<file path="config.mk">
export PLATFORM = sky130hd
export DESIGN_NAME = accum_cpu_controller_flat
export DESIGN_NICKNAME = d
export VERILOG_FILES = /design/src/rtl/accum_cpu_controller_if.sv /design/src/rtl/accum_cpu_controller.sv /design/src/flat_wrapper.sv
export SDC_FILE = /design/constraint.sdc
export NUM_CORES = 1
export LEC_CHECK = 0
export ABC_AREA = 1
export BUFFER_PORTS_ARGS = -buffer_cell sky130_fd_sc_hd__clkbuf_2
export CORE_MARGIN = 2
export CORE_UTILIZATION = 50
export DETAILED_ROUTE_END_ITERATION = 8
export PLACE_DENSITY = 0.77
export REMOVE_ABC_BUFFERS = 1
export SLEW_MARGIN = 20
export SYNTH_ARGS = -nofsm -noshare
export SYNTH_HDL_FRONTEND = slang
export SYNTH_SLANG_ARGS = --single-unit
</file>
<file path="constraint.sdc">
create_clock -name Clock -period 1.7 [get_ports Clock]
set_input_delay 0.085 -clock Clock [delete_from_list [all_inputs] [get_ports Clock]]
set_output_delay 0.085 -clock Clock [all_outputs]
set_load 0.005 [all_outputs]
</file>
<file path="src/rtl/accum_cpu_controller_if.sv">
// Control/status bus between the accumulator CPU controller and its datapath.
// The master side drives the datapath controls; the slave side returns RAM data and the A flags.
interface accum_cpu_controller_if #(
    parameter int ADDR_W = 5,
    parameter int DATA_W = 8
);
    logic [1:0]        Asel;
    logic              Aload;
    logic              Sub;
    logic              MemWr;
    logic [ADDR_W-1:0] RAMAddress;
    logic [DATA_W-1:0] RAM_output;
    logic              Aeq0;
    logic              Apos;

    modport master (
        output Asel,
        output Aload,
        output Sub,
        output MemWr,
        output RAMAddress,
        input  RAM_output,
        input  Aeq0,
        input  Apos
    );

    modport slave (
        input  Asel,
        input  Aload,
        input  Sub,
        input  MemWr,
        input  RAMAddress,
        output RAM_output,
        output Aeq0,
        output Apos
    );
endinterface

</file>
<file path="src/rtl/accum_cpu_controller.sv">
// Fetch/decode/execute sequencer for the accumulator + 32x8 RAM datapath.
// All controls are Moore outputs of state, IR and PC; Aload in INPUT also follows Enter.
module accum_cpu_controller #(
    parameter int ADDR_W   = 5,
    parameter int DATA_W   = 8,
    parameter int PC_START = 0
) (
    input  logic                  Clock,
    input  logic                  Reset,
    input  logic                  Enter,
    accum_cpu_controller_if.master dp,
    output logic                  Halt,
    output logic [2:0]            State
);
    typedef enum logic [2:0] {
        S_FETCH  = 3'b000,
        S_DECODE = 3'b001,
        S_EXEC   = 3'b010,
        S_INPUT  = 3'b011,
        S_HALT   = 3'b100
    } state_e;

    localparam logic [2:0] OP_LOAD  = 3'b000;
    localparam logic [2:0] OP_STORE = 3'b001;
    localparam logic [2:0] OP_ADD   = 3'b010;
    localparam logic [2:0] OP_SUB   = 3'b011;
    localparam logic [2:0] OP_INPUT = 3'b100;
    localparam logic [2:0] OP_JZ    = 3'b101;
    localparam logic [2:0] OP_JPOS  = 3'b110;
    localparam logic [2:0] OP_HALT  = 3'b111;

    state_e            state_q, state_d;
    logic [ADDR_W-1:0] pc_q, pc_d;
    logic [DATA_W-1:0] ir_q, ir_d;
    logic [2:0]        opcode;
    logic [ADDR_W-1:0] operand;

    assign opcode  = ir_q[DATA_W-1 -: 3];
    assign operand = ir_q[ADDR_W-1:0];
    assign State   = state_q;

    always_ff @(posedge Clock or negedge Reset) begin
        if (!Reset) begin
            state_q <= S_FETCH;
            pc_q    <= ADDR_W'(PC_START);
            ir_q    <= '0;
        end else begin
            state_q <= state_d;
            pc_q    <= pc_d;
            ir_q    <= ir_d;
        end
    end

    always_comb begin
        state_d       = state_q;
        pc_d          = pc_q;
        ir_d          = ir_q;
        dp.Asel       = 2'b00;
        dp.Aload      = 1'b0;
        dp.Sub        = 1'b0;
        dp.MemWr      = 1'b0;
        dp.RAMAddress = pc_q;
        Halt          = 1'b0;
        case (state_q)
            S_FETCH: begin
                ir_d    = dp.RAM_output;
                pc_d    = pc_q + ADDR_W'(1);
                state_d = S_DECODE;
            end
            S_DECODE: begin
                dp.RAMAddress = operand;
                if (opcode == OP_HALT) begin
                    state_d = S_HALT;
                end else if (opcode == OP_INPUT) begin
                    state_d = S_INPUT;
                end else begin
                    state_d = S_EXEC;
                end
            end
            S_EXEC: begin
                dp.RAMAddress = operand;
                state_d       = S_FETCH;
                case (opcode)
                    OP_LOAD: begin
                        dp.Asel  = 2'b10;
                        dp.Aload = 1'b1;
                    end
                    OP_STORE: dp.MemWr = 1'b1;
                    OP_ADD:   dp.Aload = 1'b1;
                    OP_SUB: begin
                        dp.Sub   = 1'b1;
                        dp.Aload = 1'b1;
                    end
                    OP_JZ:   if (dp.Aeq0) pc_d = operand;
                    OP_JPOS: if (dp.Apos) pc_d = operand;
                    default: ;
                endcase
            end
            S_INPUT: begin
                dp.Asel  = 2'b01;
                dp.Aload = Enter;
                if (Enter) state_d = S_FETCH;
            end
            S_HALT: Halt = 1'b1;
            default: state_d = S_FETCH;
        endcase
    end
endmodule

</file>
<file path="src/flat_wrapper.sv">
// flat-port wrapper written by rule: the top's interface ports become plain ports
module accum_cpu_controller_flat 
#(
    parameter int ADDR_W   = 5,
    parameter int DATA_W   = 8,
    parameter int PC_START = 0
)
  (Clock, Reset, Enter, Halt, State, dp_Asel, dp_Aload, dp_Sub, dp_MemWr, dp_RAMAddress, dp_RAM_output, dp_Aeq0, dp_Apos);
  accum_cpu_controller_if #(.ADDR_W(ADDR_W), .DATA_W(DATA_W)) dp_i ();
  input  logic Clock;
  input  logic Reset;
  input  logic Enter;
  output logic Halt;
  output logic [2:0] State;
  output wire logic [$bits(dp_i.Asel)-1:0] dp_Asel;
  output wire logic [$bits(dp_i.Aload)-1:0] dp_Aload;
  output wire logic [$bits(dp_i.Sub)-1:0] dp_Sub;
  output wire logic [$bits(dp_i.MemWr)-1:0] dp_MemWr;
  output wire logic [$bits(dp_i.RAMAddress)-1:0] dp_RAMAddress;
  input wire logic [$bits(dp_i.RAM_output)-1:0] dp_RAM_output;
  input wire logic [$bits(dp_i.Aeq0)-1:0] dp_Aeq0;
  input wire logic [$bits(dp_i.Apos)-1:0] dp_Apos;
  assign dp_Asel = dp_i.Asel;
  assign dp_Aload = dp_i.Aload;
  assign dp_Sub = dp_i.Sub;
  assign dp_MemWr = dp_i.MemWr;
  assign dp_RAMAddress = dp_i.RAMAddress;
  assign dp_i.RAM_output = dp_RAM_output;
  assign dp_i.Aeq0 = dp_Aeq0;
  assign dp_i.Apos = dp_Apos;
  accum_cpu_controller #(.ADDR_W(ADDR_W), .DATA_W(DATA_W), .PC_START(PC_START)) u_core (.Clock(Clock), .Reset(Reset), .Enter(Enter), .dp(dp_i), .Halt(Halt), .State(State));
endmodule
</file>
==> results_dict.tcl, run 1 <==
set metrics [dict create \
    status "finished, final reports clean" \
    rows 15 \
    rr_endpoint "u_core.ir_q[6]$_DFFE_PN0P_" \
    cts_setup_buffers 0 \
    setup_tns_ns 0 \
    yosysWarnings 0 \
    routed_wl_um 1930 \
    grt_max_degree 19 \
    crit_start "u_core.State[0]$_DFFE_PN0P_" \
    path_cells "inv_1, nand3_4, inv_2, nand2_1, nor2_1, clkbuf_2" \
    syn_inst 123 \
    placed_cell_area_um2 1080 \
    cts-buffers-inserted 3 \
    skew_ns 0.00260 \
    synth-xor-area-share_pct 0.940 \
    initial_utilization_pct 53.4 \
    yosysSeqAreaShare_pct 43.0 \
    switching_share_pct 47.0 \
    clock_path_buffers 2 \
    gr-total-overflow 0 \
    min_period_over_period_pct 91.8 \
    slew_headroom_pct 72.8 \
    finalPower_mw 2.22 \
    synth_mux_area_share_pct 2.82 \
    worst_setup_path_end_kind "output port" \
    setup_viol 0 \
    ys_ff_latch 16 \
    core_um2 1750 \
    dp_slack_ns 0.299 \
    rrSetupSlack_ns 0.32 \
    avgRoutedWirePerCell_um 11.0 \
    mappedNetlistArea_um2 932 \
    syn_area_per_cell_um2 7.58 \
    setup_ws_ns 0.139 \
    seq_power_share_pct 34.2 \
    finalMaxSlewViolations 0 \
    hold_viol_final 0 \
    peakVddDrop_v 0.000999 \
    rsz0062_at_grt "no" \
    crit_end "dp_Sub" \
    worst_ep_required_time_ns 1.62 \
    final_nets 167 \
    dp_hpwl_um 1520 \
    arrival_ns 1.48 \
    max_stage_delay_ns 0.44 \
    clock_sinks 16 \
    ioPinCount 27 \
    layout-drive-gt1-share_pct 27.8 \
    fmaxAchievable_mhz 641 \
    share_comb_of_total_power_pct 57.2 \
    die_w_um 47.2 \
    p_leak_nw 0.617 \
    min_period_ns 1.56 \
    antenna_found_initial 0 \
    layout_commonest_cell "nand2_1" \
    vias_per_cell 4.89 \
    crit_slowest_cell "dfrtp_1" \
    max_slew.worst_pin.slew_ns 0.408 \
    grt_pass1_vias 698 \
    grt_pass1_wl_um 3070 \
    clock_latency_ns 0.28 \
    first_iter_violations 20 \
    numPortBuffers 26 \
    gp_congestion 0.848 \
    whs_ns 0.0306 \
    synth-simple-area-share_pct 33.7 \
    track_usage_pct 19.5 \
    synth_compound_area_share_pct 10.1 \
    synthAdderAreaFrac_pct 1.34 \
    ant_nets 0 \
    cts_tree "built" \
    r2r_cells 5 \
    synth_cell_types 22 \
    internal_power_mw 1.17 \
    htree_levels 1 \
    final_cell_mix "nand2_1 (30), clkbuf_2 (26), dfrtp_1 (15), inv_1 (14), nor2_1 (14)" \
    drt_first_pass_iters 4 \
    routed-via-count 861 \
    crit_path_max_fanout 9 \
    drcViolationCount 0 \
    fin_area_um2 1120 \
    switchingPower_mw 1.04 \
    clockPowerShare_pct 8.6 \
    rr_startpoint "u_core.State[1]$_DFFE_PN0P_" \
    synth_top_family_by_area "simple AND/OR/NAND/NOR gates" \
    syn_to_final_growth_pct 20.1 \
    cts-root-buf "clkbuf_4" \
    pwr_density_cell_nw_per_um2 1980 \
    antenna_cells 0 \
    die_area_um2 2230 \
    maxCapViolations 0 \
    clkTransAtPathRegs_ns 0.09 \
    fp.dieH_um 47.2 \
    crit_type "flip-flop to output port" \
    hold_path.class "input pin to flip-flop" \
    cp-start-kind "flip-flop" \
]
stage by stage:
stage / std cells / util [%]
6_report: 176 / 64.2
5_1_grt: 176 / 64.2
4_1_cts: 176 / 63.8
3_5_place_dp: 172 / 61.9
3_3_place_gp: 172 / 61.9
2_1_floorplan: 120 / -
registers in the layout, summed over array words and instances, names as in the netlist:
| signal | flops |
|---|---|
| u_core.State | 3 |
| u_core.pc_q | 5 |
| u_core.ir_q | 8 |
logic make-up (layout without fill, tap and decap cells):
| kind of cell | Yosys count | count (layout) |
|---|---|---|
| and+or+nand+nor | 67 | 67 |
| buffers and inverters | 18 | 46 |
| DFF | 16 | 16 |
| adders and majority gates | 1 | 1 |
| AOI/OAI and AO/OA | 18 | 18 |
| xor gates and xnor gates | 1 | 1 |
| muxes | 2 | 2 |
per-layer routing:
metal	routed length, um	up-vias	global-route usage (%)
met5	0	-	0
met4	6	0	6.67
met3	79	2	5.00
met2	954	18	29.6
met1	893	390	27.1
li1	-	451	-
repair_timing:
action	CTS	global route
hold buffers	1	0
endpoints found under the hold margin	16	0
resized for setup	0	3
endpoints found under the setup margin	0	4
critical path, delay by kind of cell (launching register included):
| kind | cells | cell delay, ns |
|---|---|---|
| simple gates | 3 | 0.35 |
| buf+inv | 3 | 0.40 |
| flops | 1 | 0.44 |
synthesized netlist by cell type, drive strengths merged:
cell type	count	area (um^2)
nand4	3	18.8
a21oi	8	40.0
mux2	2	26.3
xnor2	1	8.76
inv	15	56.3
ha	1	12.5
nand2	34	143
a31o	1	8.76
buf	2	16.3
o21ai	9	45.0
nor2	16	70.1
nor3	1	5.00
nand3	13	77.6
clkbuf	1	3.75
dfrtp	16	400
power groups by stage:
stage	combinational, mW	clock (mW)	sequential [mW]
2_1_floorplan	0.884	0	0.723
3_3_place_gp	1.23	0	0.749
3_5_place_dp	1.26	0	0.763
4_1_cts	1.26	0.200	0.755
5_1_grt	1.45	0.220	0.784
6_report	1.27	0.190	0.759
area by class of cell:
class                      instances  area (um^2)
tap                               25         31.3
timing repair buffer              28          148
inverter                          15         56.3
clock buffer                       3         22.5
fill                             150          626
sequential                        16          402
multi-input combinational         89          460
how the worst min path moves through the flow:
stage	to	slack, ns	start	cells past startpoint
CTS	u_core.ir_q[3]$_DFFE_PN0P_	0.02	dp_RAM_output[3]	2
global route	u_core.ir_q[3]$_DFFE_PN0P_	0.005	dp_RAM_output[3]	2
detailed placement	u_core.State[0]$_DFFE_PN0P_	0.04	Reset	1
floorplan	u_core.State[0]$_DFFE_PN0P_	-0.21	Reset	0
finish	u_core.ir_q[3]$_DFFE_PN0P_	0.03	dp_RAM_output[3]	2
global placement	u_core.State[2]$_DFFE_PN0P_	0.03	Reset	1
No activity file was read; power rests on OpenSTA's default activity.
==> inputs of run 2 (changes only) <==
--- a/config.mk
+++ b/config.mk
@@ -10,7 +10,7 @@
 export CORE_MARGIN = 2
 export CORE_UTILIZATION = 50
 export DETAILED_ROUTE_END_ITERATION = 8
-export PLACE_DENSITY = 0.77
+export PLACE_DENSITY_LB_ADDON = 0.12
 export REMOVE_ABC_BUFFERS = 1
 export SLEW_MARGIN = 20
 export SYNTH_ARGS = -nofsm -noshare
==> results_dict.tcl, run 2 (synthesized netlist as in run 1, its figures left out) <==
set metrics [dict create \
    status "finished, final reports clean" \
    crit_start "u_core.State[1]$_DFFE_PN0P_" \
    place_inst 171 \
    core_um2 1750 \
    drcViolationCount 0 \
    fmaxAchievable_mhz 625 \
    routed_wl_um 2020 \
    max_slew.worst_pin.slew_ns 0.431 \
    rows 15 \
    dp_slack_ns 0.282 \
    clock_sinks 16 \
    worst_ep_required_time_ns 1.62 \
    ioPinCount 27 \
    cts-root-buf "clkbuf_4" \
    hold_path.class "input pin to flip-flop" \
    layout-drive-gt1-share_pct 28.0 \
    track_usage_pct 21.6 \
    gp_congestion 0.866 \
    first_iter_violations 37 \
    numPortBuffers 26 \
    antenna_cells 0 \
    die_w_um 47.2 \
    die_area_um2 2230 \
    crit_path_max_fanout 10 \
    finalMaxSlewViolations 0 \
    min_period_over_period_pct 94.1 \
    gr-total-overflow 0 \
    vias_per_cell 4.97 \
    layout_commonest_cell "nand2_1" \
    rr_startpoint "u_core.State[1]$_DFFE_PN0P_" \
    rsz0062_at_grt "yes" \
    p_leak_nw 0.611 \
    skew_ns 0.00187 \
    n_fill_cell 167 \
    regMostFlops "u_core.ir_q" \
    worst_setup_path_end_kind "output port" \
    largest_register_ffs 8 \
    ant_nets 0 \
    avgRoutedWirePerCell_um 11.5 \
    placed_cell_area_um2 1070 \
    setup_viol 0 \
    min_period_ns 1.60 \
    cts_tree "built" \
    peakVddDrop_v 0.00105 \
    initial_utilization_pct 53.4 \
    pwr_density_cell_nw_per_um2 2000 \
    cts_setup_buffers 0 \
    antenna_found_initial 0 \
    arrival_ns 1.51 \
    crit_type "flip-flop to output port" \
    setup_ws_ns 0.101 \
    dp_hpwl_um 1520 \
    fin_area_um2 1110 \
    cp-start-kind "flip-flop" \
    drt_first_pass_iters 4 \
    final_nets 166 \
    syn_to_final_growth_pct 19.3 \
    cts-buffers-inserted 3 \
    clkTransAtPathRegs_ns 0.09 \
    fp.dieH_um 47.2 \
    clock_path_buffers 2 \
    fin_cells 175 \
    rrSetupSlack_ns 0.30 \
    final_cell_mix "nand2_1 (30), clkbuf_2 (26), dfrtp_1 (15), nor2_1 (14), inv_1 (13)" \
    slew_headroom_pct 71.2 \
    hp-start "dp_RAM_output[4]" \
    grt_max_degree 22 \
    utilization_pct 63.7 \
    hold_viol_final 0 \
    clock_latency_ns 0.29 \
    htree_levels 1 \
    routed-via-count 870 \
    grt_pass1_wl_um 3300 \
    grt_pass1_vias 754 \
    maxCapViolations 0 \
]
## run 2: cell count changes in the layout (fill, tap and decap cells not counted)
cell,delta
inv_1,-1
buf_4,-1
inv_2,+1
## run 2: through the flow
stage               TNS [ns]  total power [mW]  hold WS, ns
finish                     0              2.22       0.0166
global route         -0.0163              2.46       0.0236
CTS                        0              2.21       0.0193
detailed placement         0              2.00       0.0336
global placement           0              1.96       0.0326
floorplan                  0              1.61       -0.211
## run 2: power by group
part	leakage [nW]	switching, mW	internal (mW)
sequential	0.190	0.191	0.570
clock	0.0138	0.120	0.0825
combinational	0.408	0.757	0.502
total	0.611	1.07	1.16
## run 2: layout make-up
| type | instances | area, um^2 | share of cell area (%) |
|---|---|---|---|
| Clock buffer | 3 | 22.5 | 2.02 |
| Multi-Input combinational cell | 89 | 460 | 41.4 |
| Inverter | 15 | 56.3 | 5.06 |
| Timing Repair Buffer | 27 | 140 | 12.6 |
| Tap cell | 25 | 31.3 | 2.81 |
| Sequential cell | 16 | 402 | 36.1 |
## run 2: worst paths after layout
kind,to,cells after the start
worst max-delay path,dp_RAMAddress[2],6
worst min-delay path,u_core.ir_q[4]$_DFFE_PN0P_,2
worst max register to register,u_core.ir_q[3]$_DFFE_PN0P_,3
worst min register to register,u_core.ir_q[1]$_DFFE_PN0P_,2
max in group asynchronous,u_core.State[1]$_DFFE_PN0P_,2
min in group asynchronous,u_core.State[2]$_DFFE_PN0P_,2
## run 2: layer usage
| metal | wire length (um) | GRT usage [%] |
|---|---|---|
| met1 | 957 | 30.2 |
| met2 | 959 | 33.4 |
| met3 | 62 | 2.31 |
| met4 | 36 | 10.0 |
| met5 | 0 | 0 |
## run 2: worst max-delay path, stage by stage, from the launching register on
cell,delay [ns]
dfrtp_2,0.47
nor2_4,0.16
nand2_1,0.12
nand2_4,0.14
nor2_1,0.06
a21oi_1,0.14
clkbuf_2,0.13
## run 2: what timing repair did
action	4_1_cts	5_1_grt
hold buffers	1	0
endpoints found under the setup margin	0	9
endpoints found under the hold margin	16	0
resized for setup	0	4
